`config.mk`:
```
export PLATFORM = sky130hd
export DESIGN_NAME = us_interp
export DESIGN_NICKNAME = d
export VERILOG_FILES = /design/src/rtl/us_pkg.sv /design/src/rtl/us_phase_cnt.sv /design/src/rtl/us_interp.sv
export SDC_FILE = /design/constraint.sdc
export NUM_CORES = 1
export LEC_CHECK = 0
export CORE_ASPECT_RATIO = 0.9
export CORE_MARGIN = 1.5
export CORE_UTILIZATION = 37
export DETAILED_ROUTE_END_ITERATION = 7
export GPL_TIMING_DRIVEN = 0
export PLACE_DENSITY = 0.86
export SKIP_LAST_GASP = 1
export SLEW_MARGIN = 0
export SYNTH_ARGS = -nofsm -noshare
export SYNTH_HDL_FRONTEND = slang
export SYNTH_SLANG_ARGS = --single-unit
```
`constraint.sdc`:
```
create_clock -name clk -period 1.8 [get_ports clk]
set_clock_uncertainty 0.15 [all_clocks]
set_input_delay 0.27 -clock clk [delete_from_list [all_inputs] [get_ports clk]]
set_output_delay 0.27 -clock clk [all_outputs]
set_load 0.05 [all_outputs]
```
`src/rtl/us_pkg.sv`:
```
// Shared types and helpers for the us_interp upsampler.
// Fill behaviour is selected at build time by US_HOLD_EN.
package us_pkg;

  localparam int DATA_W = 62;

  typedef struct packed {
    logic signed [DATA_W-1:0] re;
    logic signed [DATA_W-1:0] im;
  } cplx_t;

  typedef enum logic {
    IDLE,
    EMIT
  } us_state_t;

  function automatic int phase_w(int l);
    return (l > 1) ? $clog2(l) : 1;
  endfunction

endpackage

```
`src/rtl/us_phase_cnt.sv`:
```
// Output phase counter for the upsampler: 0..L-1.
// load restarts at phase 0; adv steps and wraps only on the last phase.
module us_phase_cnt
  import us_pkg::*;
#(
  parameter int L = 30
) (
  input  logic                  clk,
  input  logic                  reset,
  input  logic                  load,
  input  logic                  adv,
  output logic [phase_w(L)-1:0] phase,
  output logic                  last
);

  localparam int PW = phase_w(L);

  logic [PW-1:0] r_phase;
  logic          w_last;

  assign w_last = (r_phase == PW'(L - 1));
  assign phase  = r_phase;
  assign last   = w_last;

  // Phase register: a new sample restarts, a transfer steps forward.
  always_ff @(posedge clk) begin
    if (reset || load) begin
      r_phase <= '0;
    end else if (adv) begin
      r_phase <= w_last ? '0 : r_phase + PW'(1);
    end
  end

endmodule

```
`src/rtl/us_interp.sv`:
```
// Upsample-by-L for complex samples with valid/ready on both sides.
// US_HOLD_EN: fill phases repeat the held sample instead of 0+0j.
module us_interp
  import us_pkg::*;
#(
  parameter int W = DATA_W,
  parameter int L = 30
) (
  input  logic                clk,
  input  logic                reset,
  input  logic signed [W-1:0] in_real,
  input  logic signed [W-1:0] in_imag,
  input  logic                in_valid,
  output logic                in_ready,
  output logic signed [W-1:0] out_real,
  output logic signed [W-1:0] out_imag,
  output logic                out_valid,
  input  logic                out_ready,
  output logic                out_first
);

  localparam int PW = phase_w(L);

  if (L < 1) begin : g_bad_l
    $error("us_interp: L must be >= 1");
  end

  us_state_t           r_state;
  us_state_t           w_state_nx;
  logic signed [W-1:0] r_re;
  logic signed [W-1:0] r_im;
  logic signed [W-1:0] w_re_nx;
  logic signed [W-1:0] w_im_nx;
  logic signed [W-1:0] w_fill_re;
  logic signed [W-1:0] w_fill_im;
  logic [PW-1:0]       w_phase;
  logic                w_last;
  logic                w_out_valid;
  logic                w_in_xfer;
  logic                w_out_xfer;
  logic                w_adv;

  assign w_out_valid = (r_state == EMIT);
  assign in_ready    = !w_out_valid || (out_ready && w_last);
  assign w_in_xfer   = in_valid && in_ready;
  assign w_out_xfer  = w_out_valid && out_ready;
  assign w_adv       = w_out_xfer && !w_in_xfer;

  us_phase_cnt #(
    .L(L)
  ) u_phase (
    .clk  (clk),
    .reset(reset),
    .load (w_in_xfer),
    .adv  (w_adv),
    .phase(w_phase),
    .last (w_last)
  );

`ifdef US_HOLD_EN
  logic signed [W-1:0] r_hold_re;
  logic signed [W-1:0] r_hold_im;

  // Capture each accepted sample for the zero-order-hold fill.
  always_ff @(posedge clk) begin
    if (reset) begin
      r_hold_re <= '0;
      r_hold_im <= '0;
    end else if (w_in_xfer) begin
      r_hold_re <= in_real;
      r_hold_im <= in_imag;
    end
  end

  assign w_fill_re = r_hold_re;
  assign w_fill_im = r_hold_im;
`else
  assign w_fill_re = '0;
  assign w_fill_im = '0;
`endif

  // Next state and next output sample from the two handshakes.
  always_comb begin
    w_state_nx = r_state;
    w_re_nx    = r_re;
    w_im_nx    = r_im;
    unique case (r_state)
      IDLE: begin
        if (w_in_xfer) begin
          w_state_nx = EMIT;
          w_re_nx    = in_real;
          w_im_nx    = in_imag;
        end
      end
      EMIT: begin
        if (w_in_xfer) begin
          w_re_nx = in_real;
          w_im_nx = in_imag;
        end else if (w_out_xfer) begin
          if (w_last) begin
            w_state_nx = IDLE;
            w_re_nx    = '0;
            w_im_nx    = '0;
          end else begin
            w_re_nx = w_fill_re;
            w_im_nx = w_fill_im;
          end
        end
      end
    endcase
  end

  // State and output registers; stalls simply keep them.
  always_ff @(posedge clk) begin
    if (reset) begin
      r_state <= IDLE;
      r_re    <= '0;
      r_im    <= '0;
    end else begin
      r_state <= w_state_nx;
      r_re    <= w_re_nx;
      r_im    <= w_im_nx;
    end
  end

  assign out_valid = w_out_valid;
  assign out_real  = r_re;
  assign out_imag  = r_im;
  assign out_first = w_out_valid && (w_phase == '0);

endmodule
```
==> flow_metrics.env, run 1 <==
export IMPL_place_ws_ns=-1.290
export IMPL_avgSynthCellArea_um2=13.08
export IMPL_hold_buffers=0
export IMPL_synth_top_family_by_area="compound AO/OA/AOI/OAI gates"
export IMPL_area_growth_pct=90.87
export IMPL_cts_tree="built"
export IMPL_required_ns=1.38
export IMPL_viasPerCell=5.538
export IMPL_clkLatencyLatePin_ns=0.41
export IMPL_syn_num_nets=462
export IMPL_setup_violations=93
export IMPL_synthAdderAreaFrac_pct=0.8671
export IMPL_p_sw_mw=2.332
export IMPL_grt_ovfl_total=0
export IMPL_swShare_pct=27.02
export IMPL_final_net_count=763
export IMPL_synth_xor_area_share_pct=0
export IMPL_gp_routability_congestion=0.8242
export IMPL_finalCriticalPeriod_ns=1.992
export IMPL_yosysWarnings=0
export IMPL_grt_first_pass_wirelength_um=24200
export IMPL_grt_start_max_net_pins=17
export IMPL_slew_violations=0
export IMPL_fp_coreArea_mm2=0.01143
export IMPL_synthCells=331
export IMPL_ir_worst_vdd_mv=0.5557
export IMPL_p_clk_share_pct=44.2
export IMPL_maxCapViolCount=0
export IMPL_yosys_area_share_simple_pct=1.850
export IMPL_synth_distinct_cells=25
export IMPL_io_buffer_count=254
export IMPL_die_area_mm2=0.01236
export IMPL_rsz0062_at_grt="yes"
export IMPL_cts_root_buf="clkbuf_16"
export IMPL_p_seq_share_pct=36.2
export IMPL_ys_seq_elements=130
export IMPL_numPlacedInstances=741
export IMPL_die_y_um=105.6
export IMPL_cp_start_kind="flip-flop"
export IMPL_cts_buffers=17
export IMPL_clockBufferDepth=2
export IMPL_path_clk_slew_ns=0.06
export IMPL_grtUsageTotal_pct=26.14
export IMPL_ant_nets=0
export IMPL_num_rows=37
export IMPL_post_route_period_util_pct=110.7
export IMPL_initial_core_util_pct=37.86
export IMPL_criticalPathCategory="flip-flop to primary output"
export IMPL_wire_per_inst_um=20.89
export IMPL_ios=255
export IMPL_mappedNetlistArea_mm2=0.004329
export IMPL_first_pass_iters=4
export IMPL_grt_pass1_vias=4565
export IMPL_holdWs_ns=0.3088
export IMPL_synth_compound_area_share_pct=30.43
export IMPL_drive_gt1_share_pct=17.70
export IMPL_arrival_ns=1.57
export IMPL_n_antenna_cell=0
export IMPL_worstMarginPinSlew_ns=0.5583
export IMPL_violations="setup timing"
export IMPL_pwr_density_cell_mw_per_mm2=1045
export IMPL_ff_latch_area_mm2=0.002609
export IMPL_status="finished with violations"
export IMPL_drt_iter0_markers=231
export IMPL_fmax_mhz=502.0
export IMPL_htree_num_levels=4
export IMPL_drc=0
export IMPL_cp_max_fo=3
export IMPL_slew_headroom_pct=62.92
export IMPL_postLayoutCellArea_mm2=0.008263
export IMPL_combPwrFrac_pct=19.6
export IMPL_worst_slack_ns=-0.1921
export IMPL_die_x_um=117.0
export IMPL_vias=4430
export IMPL_internal_power_mw=6.299
export IMPL_drt_total_wl_um=16710
export IMPL_end_kind="primary output"
export IMPL_fillers=797
export IMPL_cts_sinks=130
export IMPL_placed_cell_area_mm2=0.007083
export IMPL_synthMuxAreaShare_pct=0.2312
export IMPL_fin_cells=800
export IMPL_dp_hpwl_um=10580
export IMPL_ys_seq_area_share_pct=60.12
export IMPL_hold_violations=0
export IMPL_p_leak_nw=3.662
export IMPL_grt_antenna_before_repair=0
export IMPL_multi_input_area_mm2=0.001521
export IMPL_hold_path_class="flip-flop to flip-flop"
-- critical path: stages, from the launching register on --
cell and delay [ns]:
dfxtp_2 0.33, inv_4 0.07, ha_4 0.12, nand4_1 0.18
o21ai_4 0.20, buf_6 0.12, buf_8 0.13
-- power groups by stage --
stage / sequential, mW / combinational, mW / clock, mW
3_3_place_gp: 3.17 / 1.53 / 0
5_1_grt: 3.13 / 1.77 / 3.99
4_1_cts: 3.12 / 1.70 / 3.85
3_5_place_dp: 3.18 / 1.56 / 0
2_1_floorplan: 3.70 / 0.337 / 0
6_report: 3.12 / 1.69 / 3.82
-- final cells by class --
cell class              instances  area share (%)
clock inverters                12           2.483
well taps                     156           2.362
flip-flops and latches        130           31.57
inverters                       6          0.3028
clock buffers                  19           5.482
repair buffers                285           35.25
plain buffers                  38           4.134
multi-input cells             154           18.41
-- final timing paths --
check / from / to / slack (ns) / cells after the start
max: u_phase.phase[1]$_SDFFE_PP0P_ / in_ready / -0.19 / 6
min: out_imag[26]$_SDFFE_PP0P_ / out_imag[26]$_SDFFE_PP0P_ / 0.31 / 1
max reg2reg: u_phase.phase[1]$_SDFFE_PP0P_ / out_real[8]$_SDFFE_PP0P_ / -0.19 / 10
min reg2reg: out_imag[26]$_SDFFE_PP0P_ / out_imag[26]$_SDFFE_PP0P_ / 0.31 / 1
-- per-layer routing --
layer | global-route usage, % | up-vias | wire, um
met5 | 0 | - | 0
met4 | 10.24 | 0 | 434
li1 | - | 1988 | -
met1 | 26.82 | 2179 | 5905
met2 | 47.58 | 226 | 8803
met3 | 9.546 | 37 | 1569
-- cell usage after synthesis (all sizes together) --
library cell	count	share of area (%)
o21ai	3	0.43
a21boi	1	0.17
nor4	1	0.14
nand4	4	0.58
clkbuf	12	1.0
nand2	3	0.26
a32o	124	29
dfxtp	130	60
a21oi	5	0.58
nor3b	1	0.17
a22oi	1	0.17
inv	6	0.52
or4	1	0.17
o221a	1	0.26
buf	29	4.9
nor2	2	0.23
ha	3	0.87
nand3	1	0.12
and2b	1	0.17
mux2i	1	0.23
a31oi	1	0.14
-- registers in the layout (all words and copies together) (netlist names) --
signal and flops:
out_real 62, u_phase.phase 5, out_valid 1, out_imag 62
-- cell usage in the layout, fill, tap and decap left out, types with 2 or more instances in the layout --
cell,n
clkinvlp_4,2
buf_8,14
clkbuf_2,5
clkbuf_1,7
buf_12,12
clkbuf_8,2
clkbuf_16,20
a21oi_1,5
a32o_1,117
buf_4,6
nand4_1,4
dlygate4sd2_1,124
o21ai_0,2
nand2_1,2
clkdlybuf4s50_1,127
inv_1,5
buf_6,16
a32o_2,7
ha_4,2
dfxtp_2,2
buf_2,6
dfxtp_1,127
clkinv_4,3
buf_16,2
bufinv_16,5
-- per-stage QoR --
stage	total power [mW]	setup TNS [ns]	util [%]
floorplan	4.039	0	-
global placement	4.700	-52.51	61.94
detailed placement	4.738	-63.56	61.94
CTS	8.661	-6.537	72.29
global route	8.896	-17.38	72.26
finish	8.631	-9.987	72.26
-- logic make-up after synthesis --
family / after synthesis
fa+ha+maj: 3
simple gates: 14
compound gates: 136
buf+inv: 47
flops: 130
mux: 1
-- timing repair --
action	in CTS	in global routing
gates cloned	10	3
endpoints found under the setup margin	252	127
resized for setup	202	32
setup buffers	21	5
pin swaps	75	36
(Power assumes the default switching activity.)
==> inputs of run 2 (changes only) <==
--- a/config.mk
+++ b/config.mk
@@ -5,12 +5,12 @@
 export SDC_FILE = /design/constraint.sdc
 export NUM_CORES = 1
 export LEC_CHECK = 0
-export CORE_ASPECT_RATIO = 0.9
 export CORE_MARGIN = 1.5
 export CORE_UTILIZATION = 37
 export DETAILED_ROUTE_END_ITERATION = 7
+export GPL_ROUTABILITY_DRIVEN = 0
 export GPL_TIMING_DRIVEN = 0
-export PLACE_DENSITY = 0.86
+export PLACE_DENSITY_LB_ADDON = 0.1
 export SKIP_LAST_GASP = 1
 export SLEW_MARGIN = 0
 export SYNTH_ARGS = -nofsm -noshare
==> run 2 against run 1 <==
Compared with the run above:
- cell count is 2.1% lower
- wire length is 12% lower
- non-clock buffer count is 5 lower
- sequential power hardly changed
- register-to-register slack better by 0.18 ns
- critical endpoint unchanged
- worst setup slack better by 0.031 ns
- clock power is 1% lower
- hold slack worse by 0.0030 ns
- final area is 3.1% lower
- the flow still finishes with violations (setup timing)
- flip-flop and latch count stayed put
- largest power group unchanged
- clock-buffer cell count is 1 higher
==> flow_metrics.env, run 2 (synthesized netlist as in run 1, its figures left out) <==
export IMPL_status="finished with violations"
export IMPL_violations="setup timing"
export IMPL_drive_gt1_share_pct=16.09
export IMPL_worstMarginPinSlew_ns=0.5721
export IMPL_grt_antenna_before_repair=0
export IMPL_grt_ovfl_total=0
export IMPL_ir_worst_vdd_mv=0.5977
export IMPL_pwr_density_cell_mw_per_mm2=1057
export IMPL_holdWs_ns=0.3058
export IMPL_fillers=856
export IMPL_fin_util_pct=70.13
export IMPL_die_x_um=111.2
export IMPL_multi_input_area_mm2=0.001518
export IMPL_die_area_mm2=0.01236
export IMPL_worst_slack_ns=-0.1614
export IMPL_numPlacedInstances=728
export IMPL_cp_start_kind="flip-flop"
export IMPL_cts_root_buf="clkbuf_16"
export IMPL_drt_total_wl_um=14640
export IMPL_dp_hpwl_um=10080
export IMPL_final_net_count=758
export IMPL_fin_total_pwr_mw=8.464
export IMPL_p_leak_nw=3.517
export IMPL_final_cell_mix="127 x clkdlybuf4s50_1, 127 x dfxtp_1, 125 x dlygate4sd2_1, 124 x a32o_1, 19 x buf_6"
export IMPL_rsz0062_at_grt="yes"
export IMPL_htree_num_levels=4
export IMPL_clockBufferDepth=2
export IMPL_grt_start_max_net_pins=17
export IMPL_fp_coreArea_mm2=0.01142
export IMPL_criticalPathCategory="flip-flop to primary output"
export IMPL_fin_cells=783
export IMPL_hold_path_class="flip-flop to flip-flop"
export IMPL_place_ws_ns=-1.176
export IMPL_fmax_mhz=509.8
export IMPL_post_route_period_util_pct=109.0
export IMPL_end_kind="primary output"
export IMPL_setup_violations=3
export IMPL_hold_path_depth=1
export IMPL_viasPerCell=5.382
export IMPL_grtUsageTotal_pct=23.44
export IMPL_clkLatencyLatePin_ns=0.41
export IMPL_ff2ff_path_depth=8
export IMPL_rrSetupSlack_ns=-0.01
export IMPL_grt_first_pass_wirelength_um=22800
export IMPL_hold_buffers=0
export IMPL_hold_violations=0
export IMPL_drc=0
export IMPL_finalSetupTns_ns=-0.2685
export IMPL_drt_iter0_markers=194
export IMPL_io_buffer_count=254
export IMPL_ant_nets=0
export IMPL_cts_sinks=130
export IMPL_ff_latch_area_mm2=0.002609
export IMPL_vias=4214
export IMPL_postLayoutCellArea_mm2=0.008008
export IMPL_n_antenna_cell=0
export IMPL_ios=255
export IMPL_hold_start="out_real[33]$_SDFFE_PP0P_"
export IMPL_grt_pass1_vias=4393
export IMPL_slew_headroom_pct=62.01
export IMPL_cts_buffers=17
export IMPL_finalCriticalPeriod_ns=1.961
export IMPL_r2r_end="out_real[55]$_SDFFE_PP0P_"
export IMPL_required_ns=1.38
export IMPL_first_pass_iters=4
export IMPL_cp_max_fo=3
export IMPL_arrival_ns=1.54
export IMPL_maxCapViolCount=0
export IMPL_initial_core_util_pct=37.91
export IMPL_slew_violations=0
export IMPL_wire_per_inst_um=18.69
export IMPL_placed_cell_area_mm2=0.007067
export IMPL_num_rows=39
export IMPL_path_clk_slew_ns=0.05
export IMPL_holdPathEnd="out_real[33]$_SDFFE_PP0P_"
export IMPL_die_y_um=111.2
export IMPL_area_growth_pct=84.97
export IMPL_r2r_start="u_phase.phase[1]$_SDFFE_PP0P_"
export IMPL_cts_tree="built"
## run 2: changes by cell type in the layout (fill, tap and decap cells not counted), sizes merged
cell,previous run,this run
inv,7,6
clkdlybuf4s15,1,0
dlygate4sd2,124,125
clkinv,4,5
buf,56,52
## run 2: where the power goes
group          leakage, nW  switching [mW]  internal, mW
Sequential            1.07          0.0730          3.03
Clock                0.311            1.27          2.50
Combinational         2.14           0.930         0.659
## run 2: routing by layer
layer  GRT usage, %  vias to the layer above  wire length, um
li1               -                     1975                -
met1          24.10                     2012             5566
met2          42.74                      210             7517
met3          9.623                       17             1315
met4          8.101                        0              236
met5              0                        -                0
## run 2: worst max path at each step
stage | from | end | slack (ns)
3_3_place_gp | out_ready | in_ready | -1.19
3_5_place_dp | out_ready | in_ready | -1.18
6_report | u_phase.phase[1]$_SDFFE_PP0P_ | in_ready | -0.16
5_1_grt | u_phase.phase[1]$_SDFFE_PP0P_ | in_ready | -0.25
2_1_floorplan | u_phase.phase[1]$_SDFFE_PP0P_ | out_real[16]$_SDFFE_PP0P_ | 0.003
4_1_cts | u_phase.phase[1]$_SDFFE_PP0P_ | in_ready | -0.20
## run 2: critical path, stage by stage (launching register included)
cell and delay (ns):
dfxtp_2 0.34, inv_4 0.07, ha_4 0.12, nand4_1 0.17
o21ai_4 0.18, buf_6 0.12, buf_8 0.13
## run 2: repair_timing
item	4_1_cts	5_1_grt
resized for setup	193	8
cloned	8	0
setup endpoints to repair	252	124
pin swaps	23	4
setup buffers	15	4
## run 2: final cells by class
class,count,area share (%)
Timing Repair Buffer,279,33.48
Sequential cell,130,32.58
Clock inverter,12,2.563
Buffer,39,4.141
Multi-Input combinational cell,154,18.95
Clock buffer,20,5.578
Tap cell,143,2.234
Inverter,6,0.4688
